## config.mk

```make
export PLATFORM = sky130hd
export DESIGN_NAME = mult_div_unit
export DESIGN_NICKNAME = d
export VERILOG_FILES = /design/src/rtl/mult_div_unit_pkg.sv /design/src/rtl/abs_neg_32.sv /design/src/rtl/mult_div_unit.sv
export SDC_FILE = /design/constraint.sdc
export NUM_CORES = 1
export LEC_CHECK = 0
export CAP_MARGIN = 20
export CORE_ASPECT_RATIO = 1.4
export CORE_UTILIZATION = 30
export CTS_CLUSTER_DIAMETER = 60
export DETAILED_ROUTE_END_ITERATION = 10
export GPL_TIMING_DRIVEN = 0
export PLACE_DENSITY_LB_ADDON = 0.08
export SLEW_MARGIN = 10
export SYNTH_ARGS = -nofsm -noshare
export SYNTH_HDL_FRONTEND = slang
export SYNTH_SLANG_ARGS = --single-unit
```

## constraint.sdc

```tcl
create_clock -name clock -period 2.8 [get_ports clock]
set_input_delay 0.56 -clock clock [delete_from_list [all_inputs] [get_ports clock]]
set_output_delay 0.56 -clock clock [all_outputs]
set_load 0.1 [all_outputs]
```

## src/rtl/mult_div_unit_pkg.sv

```systemverilog
// rtl/mult_div_unit_pkg.sv - op/state encodings and iteration constants for mult_div_unit
package mult_div_unit_pkg;

  localparam int ITER  = 32;
  localparam int CNT_W = $clog2(ITER);

  localparam logic [1:0] OP_MULT  = 2'b00;
  localparam logic [1:0] OP_MULTU = 2'b01;
  localparam logic [1:0] OP_DIV   = 2'b10;
  localparam logic [1:0] OP_DIVU  = 2'b11;

  localparam logic [1:0] ST_IDLE  = 2'd0;
  localparam logic [1:0] ST_RUN   = 2'd1;
  localparam logic [1:0] ST_FIXUP = 2'd2;
  localparam logic [1:0] ST_DONE  = 2'd3;

  function automatic logic op_is_div(input logic [1:0] op);
    return (op == OP_DIV) || (op == OP_DIVU);
  endfunction

  function automatic logic op_is_signed(input logic [1:0] op);
    return (op == OP_MULT) || (op == OP_DIV);
  endfunction

endpackage

```

## src/rtl/abs_neg_32.sv

```systemverilog
// rtl/abs_neg_32.sv - conditional two's-complement negation (operand abs and result fix-up)
module abs_neg_32 #(
  parameter int W = 32
) (
  input  logic         neg,
  input  logic [W-1:0] x,
  output logic [W-1:0] y
);

  assign y = neg ? (~x + W'(1)) : x;

endmodule

```

## src/rtl/mult_div_unit.sv

```systemverilog
// rtl/mult_div_unit.sv - iterative MULT/MULTU/DIV/DIVU engine driving the HI/LO registers
// Optional MULDIV_ZERO_SKIP_EN: zero operands bypass RUN and go straight to FIXUP.
module mult_div_unit
  import mult_div_unit_pkg::*;
#(
  parameter int WIDTH = 32
) (
  input  logic             clock,
  input  logic             reset,
  input  logic             start,
  input  logic [1:0]       op,
  input  logic [WIDTH-1:0] a,
  input  logic [WIDTH-1:0] b,
  output logic             busy,
  output logic             done,
  output logic             hiloWrite,
  output logic [WIDTH-1:0] hi,
  output logic [WIDTH-1:0] lo
);

  localparam int W2 = 2 * WIDTH;

  logic [1:0]       state_q, state_d;
  logic [CNT_W-1:0] cnt_q, cnt_d;
  logic             div_q, div_d;
  logic             neg_res_q, neg_res_d;
  logic             neg_rem_q, neg_rem_d;
  logic [WIDTH-1:0] opnd_q, opnd_d;
  logic [W2-1:0]    acc_q, acc_d;
  logic [WIDTH-1:0] hi_q, hi_d;
  logic [WIDTH-1:0] lo_q, lo_d;

  logic             is_div_in, neg_a_in, neg_b_in, accept;
  logic [WIDTH-1:0] abs_a, abs_b, quot_fix, rem_fix;
  logic [W2-1:0]    prod_fix;
  logic [WIDTH:0]   mul_sum, rem_sh;
  logic [WIDTH-1:0] rem_diff;
  logic             rem_ge;

  assign is_div_in = op_is_div(op);
  assign neg_a_in  = op_is_signed(op) & a[WIDTH-1];
  assign neg_b_in  = op_is_signed(op) & b[WIDTH-1];
  // DONE also accepts so a new op can start on the edge that retires the old one
  assign accept    = start & ((state_q == ST_IDLE) | (state_q == ST_DONE));

  abs_neg_32 #(.W(WIDTH)) u_abs_a     (.neg(neg_a_in), .x(a), .y(abs_a));
  abs_neg_32 #(.W(WIDTH)) u_abs_b     (.neg(neg_b_in), .x(b), .y(abs_b));
  abs_neg_32 #(.W(W2))    u_fix_prod  (.neg(~div_q & neg_res_q), .x(acc_q), .y(prod_fix));
  abs_neg_32 #(.W(WIDTH)) u_fix_quot  (.neg(div_q & neg_res_q), .x(acc_q[WIDTH-1:0]), .y(quot_fix));
  abs_neg_32 #(.W(WIDTH)) u_fix_rem   (.neg(div_q & neg_rem_q), .x(acc_q[W2-1:WIDTH]), .y(rem_fix));

  assign mul_sum  = {1'b0, acc_q[W2-1:WIDTH]} + {1'b0, opnd_q};
  assign rem_sh   = acc_q[W2-1:WIDTH-1];
  assign rem_ge   = rem_sh >= {1'b0, opnd_q};
  assign rem_diff = rem_sh[WIDTH-1:0] - opnd_q;

`ifdef MULDIV_ZERO_SKIP_EN
  logic skip_in;
  assign skip_in = (b == '0) | (~is_div_in & (a == '0));
`endif

  always_comb begin
    state_d   = state_q;
    cnt_d     = cnt_q;
    div_d     = div_q;
    neg_res_d = neg_res_q;
    neg_rem_d = neg_rem_q;
    opnd_d    = opnd_q;
    acc_d     = acc_q;
    hi_d      = hi_q;
    lo_d      = lo_q;

    case (state_q)
      ST_RUN: begin
        if (div_q) begin
          acc_d = rem_ge ? {rem_diff, acc_q[WIDTH-2:0], 1'b1}
                         : {rem_sh[WIDTH-1:0], acc_q[WIDTH-2:0], 1'b0};
        end else begin
          acc_d = acc_q[0] ? {mul_sum, acc_q[WIDTH-1:1]} : {1'b0, acc_q[W2-1:1]};
        end
        cnt_d = cnt_q + CNT_W'(1);
        if (cnt_q == CNT_W'(ITER - 1)) state_d = ST_FIXUP;
      end
      ST_FIXUP: begin
        if (div_q) begin
          hi_d = rem_fix;
          lo_d = quot_fix;
        end else begin
          {hi_d, lo_d} = prod_fix;
        end
        state_d = ST_DONE;
      end
      ST_DONE: state_d = ST_IDLE;
      default: ;
    endcase

    if (accept) begin
      div_d     = is_div_in;
      // a zero divisor leaves the quotient unsigned; negRem alone restores hi to the dividend
      neg_res_d = (a[WIDTH-1] ^ b[WIDTH-1]) & op_is_signed(op) & (~is_div_in | (b != '0));
      neg_rem_d = neg_a_in & is_div_in;
      opnd_d    = is_div_in ? abs_b : abs_a;
      acc_d     = {{WIDTH{1'b0}}, (is_div_in ? abs_a : abs_b)};
      cnt_d     = '0;
      state_d   = ST_RUN;
`ifdef MULDIV_ZERO_SKIP_EN
      if (skip_in) begin
        acc_d   = is_div_in ? {abs_a, {WIDTH{1'b1}}} : '0;
        state_d = ST_FIXUP;
      end
`endif
    end
  end

  always_ff @(posedge clock) begin
    if (reset) begin
      state_q   <= ST_IDLE;
      cnt_q     <= '0;
      div_q     <= 1'b0;
      neg_res_q <= 1'b0;
      neg_rem_q <= 1'b0;
      opnd_q    <= '0;
      acc_q     <= '0;
      hi_q      <= '0;
      lo_q      <= '0;
    end else begin
      state_q   <= state_d;
      cnt_q     <= cnt_d;
      div_q     <= div_d;
      neg_res_q <= neg_res_d;
      neg_rem_q <= neg_rem_d;
      opnd_q    <= opnd_d;
      acc_q     <= acc_d;
      hi_q      <= hi_d;
      lo_q      <= lo_d;
    end
  end

  assign busy      = (state_q != ST_IDLE);
  assign done      = (state_q == ST_DONE);
  assign hiloWrite = done;
  assign hi        = hi_q;
  assign lo        = lo_q;

endmodule

```

---- Word-level counts from Yosys, hierarchy flattened ----
Index checks and enable logic that the tools add are counted.
cells by class
  add/sub/neg operators ................... 8
  order comparisons ....................... 1
  equal/unequal tests ..................... 8
  multiplexer cells ....................... 17
  bitwise gates (word level) .............. 19
  reductions and logical operators ........ 12
operators by type and width
  kind                   number
  $mux 32                10
  $mux 64                4
  $add 32x1->32 const B  4
  $not 32->32            4
  $add 64x1->64 const B  1
  $not 64->64            1
  $add 32x32->33         1
  $ge 33x32->1           1
  $reduce_bool 32->1     1
  $sub 32x32->32         1
  $and 1x1->1            9
  $eq 2x2->1 const B     4
  $pmux 2 s3             1
  $add 5x1->5 const B    1
  $eq 5x5->1 const B     1
  $logic_not 2->1        2
  $reduce_and 2->1       2
  $reduce_bool 2->1      2
  $reduce_bool 4->1      1
  $ne 3x3->1 const B     1
  $reduce_bool 3->1      1
  $eq 2x1->1 const B     1
  $logic_or 1x1->1       2
  $mux 2                 1
  6 further kinds        8
word-level totals
  register bits ........................... 170
  output and inout port bits .............. 67
  word-level logic and storage cells ...... 76

---- Depth between registers and ports, before layout ----
Gate-level depths: netlist (run 1).
  depth after elaboration ................. 6
  gate-level depth with buffers ........... 15

---- Cells and area by module ----
From an unflattened synthesis (run 1), not the netlist that was laid out.
unflattened totals
  cell total of the unflattened synthesis .. 2050
  area, all modules ....................... 16883.7 um^2
modules (own cells, without submodules)
  module                    times used  cells an instance  area an instance (um^2)  sequential area each (um^2)
  mult_div_unit             1           1457               12245.5                  3403.3
  abs_neg_32 (u_abs_a ...)  4           99                 777.0                    0.0
  abs_neg_32 (u_fix_prod)   1           197                1530.2                   0.0

---- Least setup slack after synthesis (run 1) ----
OpenSTA, ideal clock, no wires.
  path kind ............................... register to register
  start ................................... register acc_q[33]
  end ..................................... register acc_q[54]
  arrival ................................. 2.925 ns
  required time ........................... 2.683 ns
  path slack .............................. -0.242 ns
  cell stages (with the launch flop) ...... 12
  buffers on the path ..................... 0
  clock period less this slack ............ 3.042 ns
  cell sequence ........................... dfxtp_1 -> ha_1 -> a211oi_2 -> o21bai_1 -> a31oi_1 -> o21ai_1 -> a211o_1 -> a31o_2 -> a31oi_2 -> xnor2_1 -> a211o_1 -> a32o_1
on the way
  cells in the longest elaborated chain, start to end .. 3
  elaborated cells between the ends (all ways) .. 6
  those cells by class .................... add/sub (2); order compare (1); mux (3)
ends and longest elaborated chain
  what                                    RTL line                                  RTL
  start, declared                         mult_div_unit.sv:29                       logic [W2-1:0] acc_q, acc_d;
  start signal, assigned                  mult_div_unit.sv:123                      acc_q <= '0;
  start signal, assigned                  mult_div_unit.sv:133                      acc_q <= acc_d;
  $add 32x32->33 (tied with other cells)  mult_div_unit.sv:52                       assign mul_sum = {1'b0, acc_q[W2-1:WIDTH]} + {1'b0, opnd_q};
  $mux 64, on equally long branches       mult_div_unit.sv:79, mult_div_unit.sv:76
  $mux 64 *                               mult_div_unit.sv:75                       if (div_q) begin
Mark *: on every way between the ends. The rest lies on a longest branch, timed or not.
A chain may end at the register's enable or synchronous reset.

---- Worst setup path after layout (run 1) ----
  start ................................... register opnd_q[16]
  end ..................................... register acc_q[55]
on the way
  cells in the longest elaborated chain, start to end .. 3
  elaborated cells between the ends (all ways) .. 6
  those cells by class .................... add/sub (2); order compare (1); mux (3)
ends and longest elaborated chain
  what                                    RTL line                                  RTL
  start, declared                         mult_div_unit.sv:28                       logic [WIDTH-1:0] opnd_q, opnd_d;
  start signal, assigned                  mult_div_unit.sv:132                      opnd_q <= opnd_d;
  $add 32x32->33 (tied with other cells)  mult_div_unit.sv:52
  $mux 64, on equally long branches       mult_div_unit.sv:79, mult_div_unit.sv:76
  $mux 64 *                               mult_div_unit.sv:75
Marks and branches as above.

==> results of run 1 <==
[routing by layer]
| layer | routed length [um] | share of wire | vias to the layer above | global-route usage |
|---|---|---|---|---|
| met5 | 0 | 0 | - | 0 |
| met4 | 3880 | 0.060 | 0 | 0.152 |
| met3 | 2070 | 0.032 | 143 | 0.0304 |
| met2 | 33600 | 0.52 | 396 | 0.484 |
| met1 | 24900 | 0.39 | 7408 | 0.296 |
| li1 | - | - | 7295 | - |
[logic make-up (layout without fill, tap and decap cells)]
| family | Yosys count | count (layout) | synth area share |
|---|---|---|---|
| buf+inv | 207 | 449 | 0.0570 |
| xor+xnor | 177 | 177 | 0.110 |
| fa+ha+maj | 77 | 77 | 0.0693 |
| simple gates | 575 | 575 | 0.189 |
| mux | 78 | 78 | 0.0555 |
| flops | 170 | 170 | 0.241 |
| compound gates | 606 | 606 | 0.278 |
[layout by cell type (no fill, tap or decap), types with 68 or more instances in the layout]
| cell type | count |
|---|---|
| mux2i_1 | 74 |
| nand2_1 | 168 |
| clkbuf_1 | 81 |
| a211oi_1 | 68 |
| a21oi_1 | 150 |
| clkdlybuf4s50_1 | 124 |
| xnor2_1 | 77 |
| dfxtp_1 | 113 |
| nor2_1 | 196 |
| buf_4 | 82 |
| o21ai_0 | 87 |
| xor2_1 | 91 |
[critical path, stage by stage (launching register included)]
cell and delay [ps]:
dfxtp_4 380, inv_4 40, ha_4 290, buf_6 100
nand4_1 170, a2111oi_4 460, o311a_1 250, a21oi_4 80
o31a_1 350, buf_6 170, clkbuf_16 160, nand2_4 50
o21ai_2 70, a311oi_2 290, nor2_1 60
[power by group through the flow]
| stage | clock [mW] | combinational (mW) | sequential (mW) |
|---|---|---|---|
| floorplan | 0 | 5.46 | 4.60 |
| global placement | 0 | 9.37 | 3.65 |
| detailed placement | 0 | 9.38 | 3.65 |
| CTS | 2.52 | 10.8 | 3.70 |
| global route | 2.60 | 12.8 | 3.81 |
| finish | 2.48 | 12.1 | 3.76 |
[sequential cells by signal, indices dropped and copies added (netlist names), 2 cells and up]
register and cells:
acc_q 64, cnt_q 5, hi 32, lo 32, opnd_q 32, state_q 2
[per-stage QoR]
stage	setup slack, ps	total power, mW	utilization	area, um^2
final	-251	18.3	0.419	19400
after detailed placement	-1430	13.0	0.352	16300
after floorplan	-4.76	10.1	-	14200
after CTS	-325	17.0	0.398	18400
after global routing	-338	19.2	0.419	19400
after global placement	-1420	13.0	0.352	16300
[what timing repair did]
item | CTS | global route
cloned | 3 | 2
buffers inserted | 55 | 38
pin swaps | 75 | 105
setup endpoints to repair | 112 | 89
gates resized for setup | 290 | 202
[worst min-delay path by stage]
| stage | slack, ps | to | depth (start not counted) |
|---|---|---|---|
| CTS | 490 | hi[6] | 2 |
| global placement | 480 | lo[7] | 2 |
| detailed placement | 480 | hi[6] | 2 |
| global route | 510 | hi[22] | 2 |
| floorplan | 450 | opnd_q[2] | 2 |
| finish | 480 | opnd_q[28] | 2 |
[area by class of cell]
class	instances	area [um^2]	area share
inverter	73	289	0.0149
multi-input combinational	1513	11500	0.591
clock buffer	20	457	0.0236
clock inverter	12	134	0.00691
buffer	113	549	0.0283
tap	617	772	0.0398
timing repair buffer	231	2150	0.111
sequential	170	3570	0.184
==> run_results.csv, run 1 <==
group,metric,value,unit
run_status,outcome,"complete, but fails checks",
run_status,failed_checks,"setup timing",
cells_and_area,drive_gt1_frac,0.213,
cts,cts_buffers,17,
pwr,pwr_density_cell,944,nW/um^2
setup_path,cp.arrival,3400,ps
setup_path,crit_type,"flip-flop to flip-flop",
synth,synth_warnings,0,
synth,synth_area,14100,um^2
synth,yosysMostFrequentCell,"nor2_1",
cts,tritoncts,"done",
floorplanning,io_pins,136,
grt,grt_pass1_vias,15100,
cts,clk_pin_slew,70,ps
grt,track_usage,0.266,
pwr,seqPwrFrac,0.206,
setup_path,r2r_cells,14,
timing,relSlewSlack,0.340,
setup_path,timing.rr.end,"acc_q[55]",
pwr,p_int,8.86,mW
setup_path,worst_setup_path_start_kind,"flip-flop",
place,dp_cells,2641,
grt,antenna_found_initial,0,
synth,syn_nets,2036,
grt,gr-total-overflow,0,
setup_path,reg2reg_slack,-250,ps
floorplanning,dieHeight,259,um
cells_and_area,fillCellCount,4811,
drt,ant_nets,0,
pwr,switching_power,9.44,mW
synth,synth_seq_cells,170,
drt,via_per_inst,5.54,
timing,finalHoldViolCount,0,
synth,synth_top_area_frac,0.241,
drt,drc_errors,0,
synth,avgSynthCellArea,7.47,um^2
cells_and_area,nets,2265,
cts,cts_hold_buf,0,
floorplanning,fp-row-count,93,
floorplanning,die_w,185,um
cts,clock_path_buffers,2,
timing,setup_ws,-251,ps
pwr,p_leak,7.15,nW
synth,syn_inst,1890,
floorplanning,core,46200,um^2
drt,drtIter0Drc,909,
timing,fmax,328,MHz
timing,setup_viol,37,
synth,ys_async_sr_fraction,0,
timing,skew,16.7,ps
setup_path,reg2reg_from,"opnd_q[16]",
cells_and_area,syn_to_final_growth,37.2,%
timing,tightest_slew,987,ps
timing,tns,-4930,ps
grt,grt_pass1_wl,94700,um
synth,synth_common_cells,"nor2_1 (205), nand2_1 (182), a21oi_1 (178), dfxtp_1 (170), o21ai_0 (118)",
drt,vias,15200,
setup_path,cp_max_fo,5,
flow_run,maxCapViolCount,0,
grt,grt_max_degree,17,
hold_path,min_path_type,"flip-flop to flip-flop",
cts,cts_max_level,4,
synth,ys_types,75,
place,dp_hpwl,50000,um
cells_and_area,antennaDiodeCount,0,
timing,drv_slew,0,
pwr,clkPwrFrac,0.135,
synth,netlist_top_cells_area,"dfxtp_1 (24%), ha_1 (6.6%), a21oi_1 (6.3%)",
timing,whs,481,ps
cts,cts_root_buf,"clkbuf_16",
cells_and_area,final_cells,2749,
drt,routedWlPerCell,23.5,um
synth,synth_ff_type,"dfxtp_1",
place,place.gp.congestion,0.912,
floorplanning,dieArea,48000,um^2
floorplanning,start_util,0.306,
cts,clkSinkCount,170,
setup_path,crit_required,3150,ps
cts,clock_latency,470,ps
setup_path,end_kind,"flip-flop",
timing,rsz0062_at_grt,"true",
drt,wl,64500,um
pwr,switching_share,0.516,
synth,synth_edf_count,0,
synth,synth_seq_area_share,0.241,
synth,yosys.area.top_type,"dfxtp_1",
timing,fin_crit_sh,1.09,
setup_path,setup.worst_path.start,"opnd_q[16]",
timing,min_period,3050,ps
hold_path,min_from,"opnd_q[28]",
setup_path,endpoint,"acc_q[55]",
place,port_buffers,134,
pwr,irDropWorstVdd,0.000561,V
pwr,pwr-share-comb,0.659,
drt,firstDrtPassIters,5,
Note: power is estimated with default switching activity, not from simulation.
==> run 2, diff against run 1 <==
--- a/config.mk
+++ b/config.mk
@@ -11,6 +11,7 @@
 export CTS_CLUSTER_DIAMETER = 60
 export DETAILED_ROUTE_END_ITERATION = 10
 export GPL_TIMING_DRIVEN = 0
+export MAX_ROUTING_LAYER = met4
 export PLACE_DENSITY_LB_ADDON = 0.08
 export SLEW_MARGIN = 10
 export SYNTH_ARGS = -nofsm -noshare
==> run_results.csv, run 2 (synthesized netlist as in run 1, its figures left out) <==
group,metric,value,unit
cells_and_area,syn_to_final_growth,36.5,%
cells_and_area,post-route-util,0.417,
pwr,irDropWorstVdd,0.000677,V
cells_and_area,fillCellCount,4785,
timing,tightest_slew,998,ps
floorplanning,core,46200,um^2
grt,gr-total-overflow,0,
timing,fin_crit_sh,1.11,
timing,skew,16.4,ps
cells_and_area,layout_commonest_cell,"nor2_1",
drt,vias,15100,
drt,wl,64300,um
run_status,failed_checks,"setup timing",
floorplanning,fp-row-count,93,
grt,antenna_found_initial,0,
place,place.gp.congestion,0.925,
timing,relSlewSlack,0.332,
place,dp_hpwl,50000,um
floorplanning,dieArea,48000,um^2
cells_and_area,drive_gt1_frac,0.202,
run_status,outcome,"complete, but fails checks",
timing,setup_viol,34,
cells_and_area,multi_input_area,11300,um^2
timing,fmax,321,MHz
drt,ant_nets,0,
drt,firstDrtPassIters,6,
cells_and_area,seq_area,3570,um^2
timing,setup_ws,-318,ps
floorplanning,io_pins,136,
hold_path,min_path_type,"flip-flop to flip-flop",
setup_path,crit_type,"flip-flop to flip-flop",
grt,track_usage,0.274,
cts,cts_max_level,4,
cts,tritoncts,"done",
drt,via_per_inst,5.51,
floorplanning,dieHeight,259,um
drt,drtIter0Drc,925,
pwr,p_leak,7.15,nW
timing,finalHoldViolCount,0,
cts,clkSinkCount,170,
cells_and_area,nets,2262,
timing,min_period,3120,ps
grt,grt_pass1_wl,94400,um
place,post-place-ws,-1490,ps
setup_path,end_kind,"flip-flop",
timing,rsz0062_at_grt,"true",
setup_path,crit_required,3160,ps
cells_and_area,antennaDiodeCount,0,
cells_and_area,largest_reg_flops,64,
timing,drv_slew,0,
flow_run,maxCapViolCount,0,
cts,clk_pin_slew,70,ps
setup_path,cp.arrival,3480,ps
grt,grt_pass1_vias,15000,
cells_and_area,final_cell_mix,"nor2_1 (196), nand2_1 (163), a21oi_1 (158)",
cts,clock_latency,470,ps
grt,grt_max_degree,18,
floorplanning,start_util,0.306,
floorplanning,die_w,185,um
place,port_buffers,134,
drt,drc_errors,0,
cts,clock_path_buffers,2,
setup_path,cp_max_fo,5,
cts,cts_root_buf,"clkbuf_16",
pwr,pwr_density_cell,955,nW/um^2
cells_and_area,largest-register,"acc_q",
cts,cts_hold_buf,0,
drt,routedWlPerCell,23.4,um
setup_path,worst_setup_path_start_kind,"flip-flop",
cts,cts_buffers,17,
[run 2: cell types whose count changed in the layout (fill, tap and decap cells not counted), sizes merged]
cell,previous run,this run
clkbuf,115,113
clkdlybuf4s50,124,123
clkinvlp,0,3
buf,119,115
dlymetal6s2s,1,2
clkinv,9,7
inv,75,77
[run 2: timing repair]
| item | CTS | global route |
|---|---|---|
| gates resized for setup | 315 | 155 |
| buffers inserted | 50 | 39 |
| gates cloned | 6 | 0 |
| pin swaps | 92 | 96 |
| endpoints found under the setup margin | 113 | 80 |
[run 2: worst paths after layout]
| kind | startpoint | cells after the start | end | slack (ps) |
|---|---|---|---|---|
| min reg2reg | opnd_q[28] | 2 | opnd_q[28] | 480 |
| min | opnd_q[28] | 2 | opnd_q[28] | 480 |
| max | opnd_q[18] | 13 | acc_q[43] | -320 |
| max reg2reg | opnd_q[18] | 13 | acc_q[43] | -320 |
[run 2: layout make-up]
type                            count  share of cell area
Buffer                            115              0.0306
Multi-Input combinational cell   1513               0.588
Clock inverter                     15             0.00818
Inverter                           73              0.0147
Clock buffer                       17              0.0221
Timing Repair Buffer              226               0.111
Tap cell                          617              0.0400
Sequential cell                   170               0.185
[run 2: critical path: stages, from the launching register on]
cell and delay (ps):
dfxtp_2 380, inv_2 90, ha_4 300, nand4_1 160
or4_4 590, nor4_4 250, or2_4 160, a311oi_2 90
o31a_1 190, buf_6 170, clkbuf_16 170, nand2_2 50
o211ai_1 100, a32o_1 310
[run 2: power by group]
part           switching, mW  internal [mW]
clock                   1.20           1.26
combinational           7.45           4.73
sequential             0.801           2.97
[run 2: stage by stage]
stage / cell area [um^2] / TNS (ps) / hold WS (ps) / power [mW] / std cells
final: 19300 / -7920 / 479 / 18.4 / 2746
after detailed placement: 16300 / -91910 / 481 / 13.0 / 2641
after floorplan: 14200 / -9.36 / 449 / 10.1 / 1890
after CTS: 18500 / -6750 / 491 / 17.4 / 2716
after global routing: 19300 / -10800 / 497 / 19.4 / 2746
after global placement: 16300 / -90190 / 476 / 13.0 / 2641
[run 2: layer usage]
layer  share of wire  GRT usage  up-vias
met5               0          -        -
met3           0.032     0.0208      127
met2            0.52      0.483      418
met1            0.39      0.299     7327
met4           0.057      0.157        0
li1                -          -     7272
==> run 3, diff against run 2 <==
==> constraint.sdc (replaced) <==
create_clock -name clock -period 2.8 [get_ports clock]
set_input_delay 0.28 -clock clock [delete_from_list [all_inputs] [get_ports clock]]
set_output_delay 0.28 -clock clock [all_outputs]
set_load 0.1 [all_outputs]
==> run_results.csv, run 3 (synthesized netlist as in run 1, its figures left out) <==
group,metric,value,unit
drt,wl,64000,um
grt,antenna_found_initial,0,
timing,relSlewSlack,0.332,
hold_path,min_path_type,"input pin to flip-flop",
timing,drv_slew,0,
cells_and_area,layout_commonest_cell,"nor2_1",
drt,via_per_inst,5.54,
pwr,p_leak,7.08,nW
place,place.gp.congestion,0.925,
drt,vias,15200,
cts,clock_path_buffers,2,
cts,clkSinkCount,170,
floorplanning,die_w,185,um
setup_path,crit_type,"flip-flop to flip-flop",
cts,tritoncts,"done",
drt,firstDrtPassIters,5,
run_status,failed_checks,"setup timing",
cells_and_area,syn_to_final_growth,35.4,%
timing,setup_viol,34,
cells_and_area,largest-register,"acc_q",
grt,grt_max_degree,18,
timing,min_period,3110,ps
setup_path,cp.arrival,3480,ps
floorplanning,start_util,0.306,
cells_and_area,nets,2258,
cts,cts_buffers,17,
run_status,outcome,"complete, but fails checks",
cells_and_area,antennaDiodeCount,0,
timing,fin_crit_sh,1.11,
setup_path,end_kind,"flip-flop",
setup_path,reg2reg_from,"opnd_q[9]",
pwr,pwr_density_cell,963,nW/um^2
setup_path,r2r_cells,13,
grt,grt_pass1_vias,15000,
timing,setup_ws,-314,ps
pwr,total_power,18.4,mW
floorplanning,fp-row-count,93,
setup_path,crit_required,3170,ps
floorplanning,dieHeight,259,um
timing,finalHoldViolCount,0,
flow_run,maxCapViolCount,0,
pwr,irDropWorstVdd,0.000678,V
place,post-place-ws,-1490,ps
drt,routedWlPerCell,23.3,um
floorplanning,dieArea,48000,um^2
cells_and_area,largest_reg_flops,64,
timing,rsz0062_at_grt,"true",
setup_path,reg2reg_slack,-310,ps
hold_path,hold_depth,4,
cts,cts_max_level,4,
place,dp_hpwl,50000,um
cts,clock_latency,480,ps
grt,grt_pass1_wl,94100,um
setup_path,timing.rr.end,"acc_q[35]",
hold_path,min_to,"opnd_q[7]",
timing,fmax,321,MHz
cts,clk_pin_slew,80,ps
timing,skew,19.6,ps
drt,drc_errors,0,
floorplanning,io_pins,136,
setup_path,cp_max_fo,6,
hold_path,min_from,"a[7]",
timing,tightest_slew,999,ps
grt,gr-total-overflow,0,
setup_path,worst_setup_path_start_kind,"flip-flop",
place,port_buffers,134,
grt,track_usage,0.273,
cts,cts_root_buf,"clkbuf_16",
drt,drtIter0Drc,1035,
drt,ant_nets,0,
cells_and_area,drive_gt1_frac,0.189,
cells_and_area,final_cell_mix,"nor2_1 (196), nand2_1 (164), a21oi_1 (158)",
floorplanning,core,46200,um^2
-- run 3: layout make-up --
type	count	area (um^2)
buffer	116	593
clock buffer	17	425
clock inverter	15	158
fill	4774	27100
inverter	73	284
multi-input combinational	1513	11200
sequential	170	3570
tap	617	772
timing repair buffer	221	2110
-- run 3: worst max path at each step --
stage / slack, ps / depth (start not counted) / startpoint / end
4_1_cts: -270 / 11 / opnd_q[1] / acc_q[54]
3_3_place_gp: -1470 / 12 / acc_q[0] / hi[2]
3_5_place_dp: -1490 / 12 / acc_q[0] / hi[20]
5_1_grt: -390 / 13 / opnd_q[21] / acc_q[54]
2_1_floorplan: -5 / 14 / opnd_q[14] / acc_q[60]
6_report: -310 / 13 / opnd_q[9] / acc_q[35]
-- run 3: per-stage QoR --
stage	cell area (um^2)	cells	TNS (ps)	util	hold WS (ps)
after floorplan	14200	1890	-9.36	-	449
after global placement	16300	2641	-76780	0.352	476
after detailed placement	16300	2641	-78400	0.352	481
after CTS	18400	2712	-6750	0.397	491
after global routing	19100	2742	-10710	0.414	496
final	19100	2742	-7730	0.414	433
-- run 3: repair_timing --
item / in CTS / in global routing
gates cloned: 6 / 0
hold buffers: 0 / 0
endpoints found under the setup margin: 98 / 70
setup buffers: 45 / 39
resized for setup: 288 / 129
pin swaps: 85 / 91
-- run 3: per-layer routing --
layer,vias to the layer above,part of all wire,GRT usage
met5,-,0,-
met4,0,0.060,0.160
met3,127,0.033,0.0205
met2,450,0.52,0.479
met1,7333,0.39,0.300
li1,7282,-,-
-- run 3: power breakdown --
group | internal (mW) | switching (mW) | total, mW
logic | 4.73 | 7.45 | 12.2
registers | 2.97 | 0.798 | 3.77
clock network | 1.26 | 1.21 | 2.47
-- run 3: critical path, stage by stage (launching register included) --
cell and delay (ps):
dfxtp_4 380, inv_1 80, ha_4 300, nand4_1 180, or4_4 560, nor4_4 250
or2_4 160, a311oi_2 90, o31a_1 190, buf_6 180, buf_12 130, mux2i_2 160
nand2_1 70, a32o_1 280
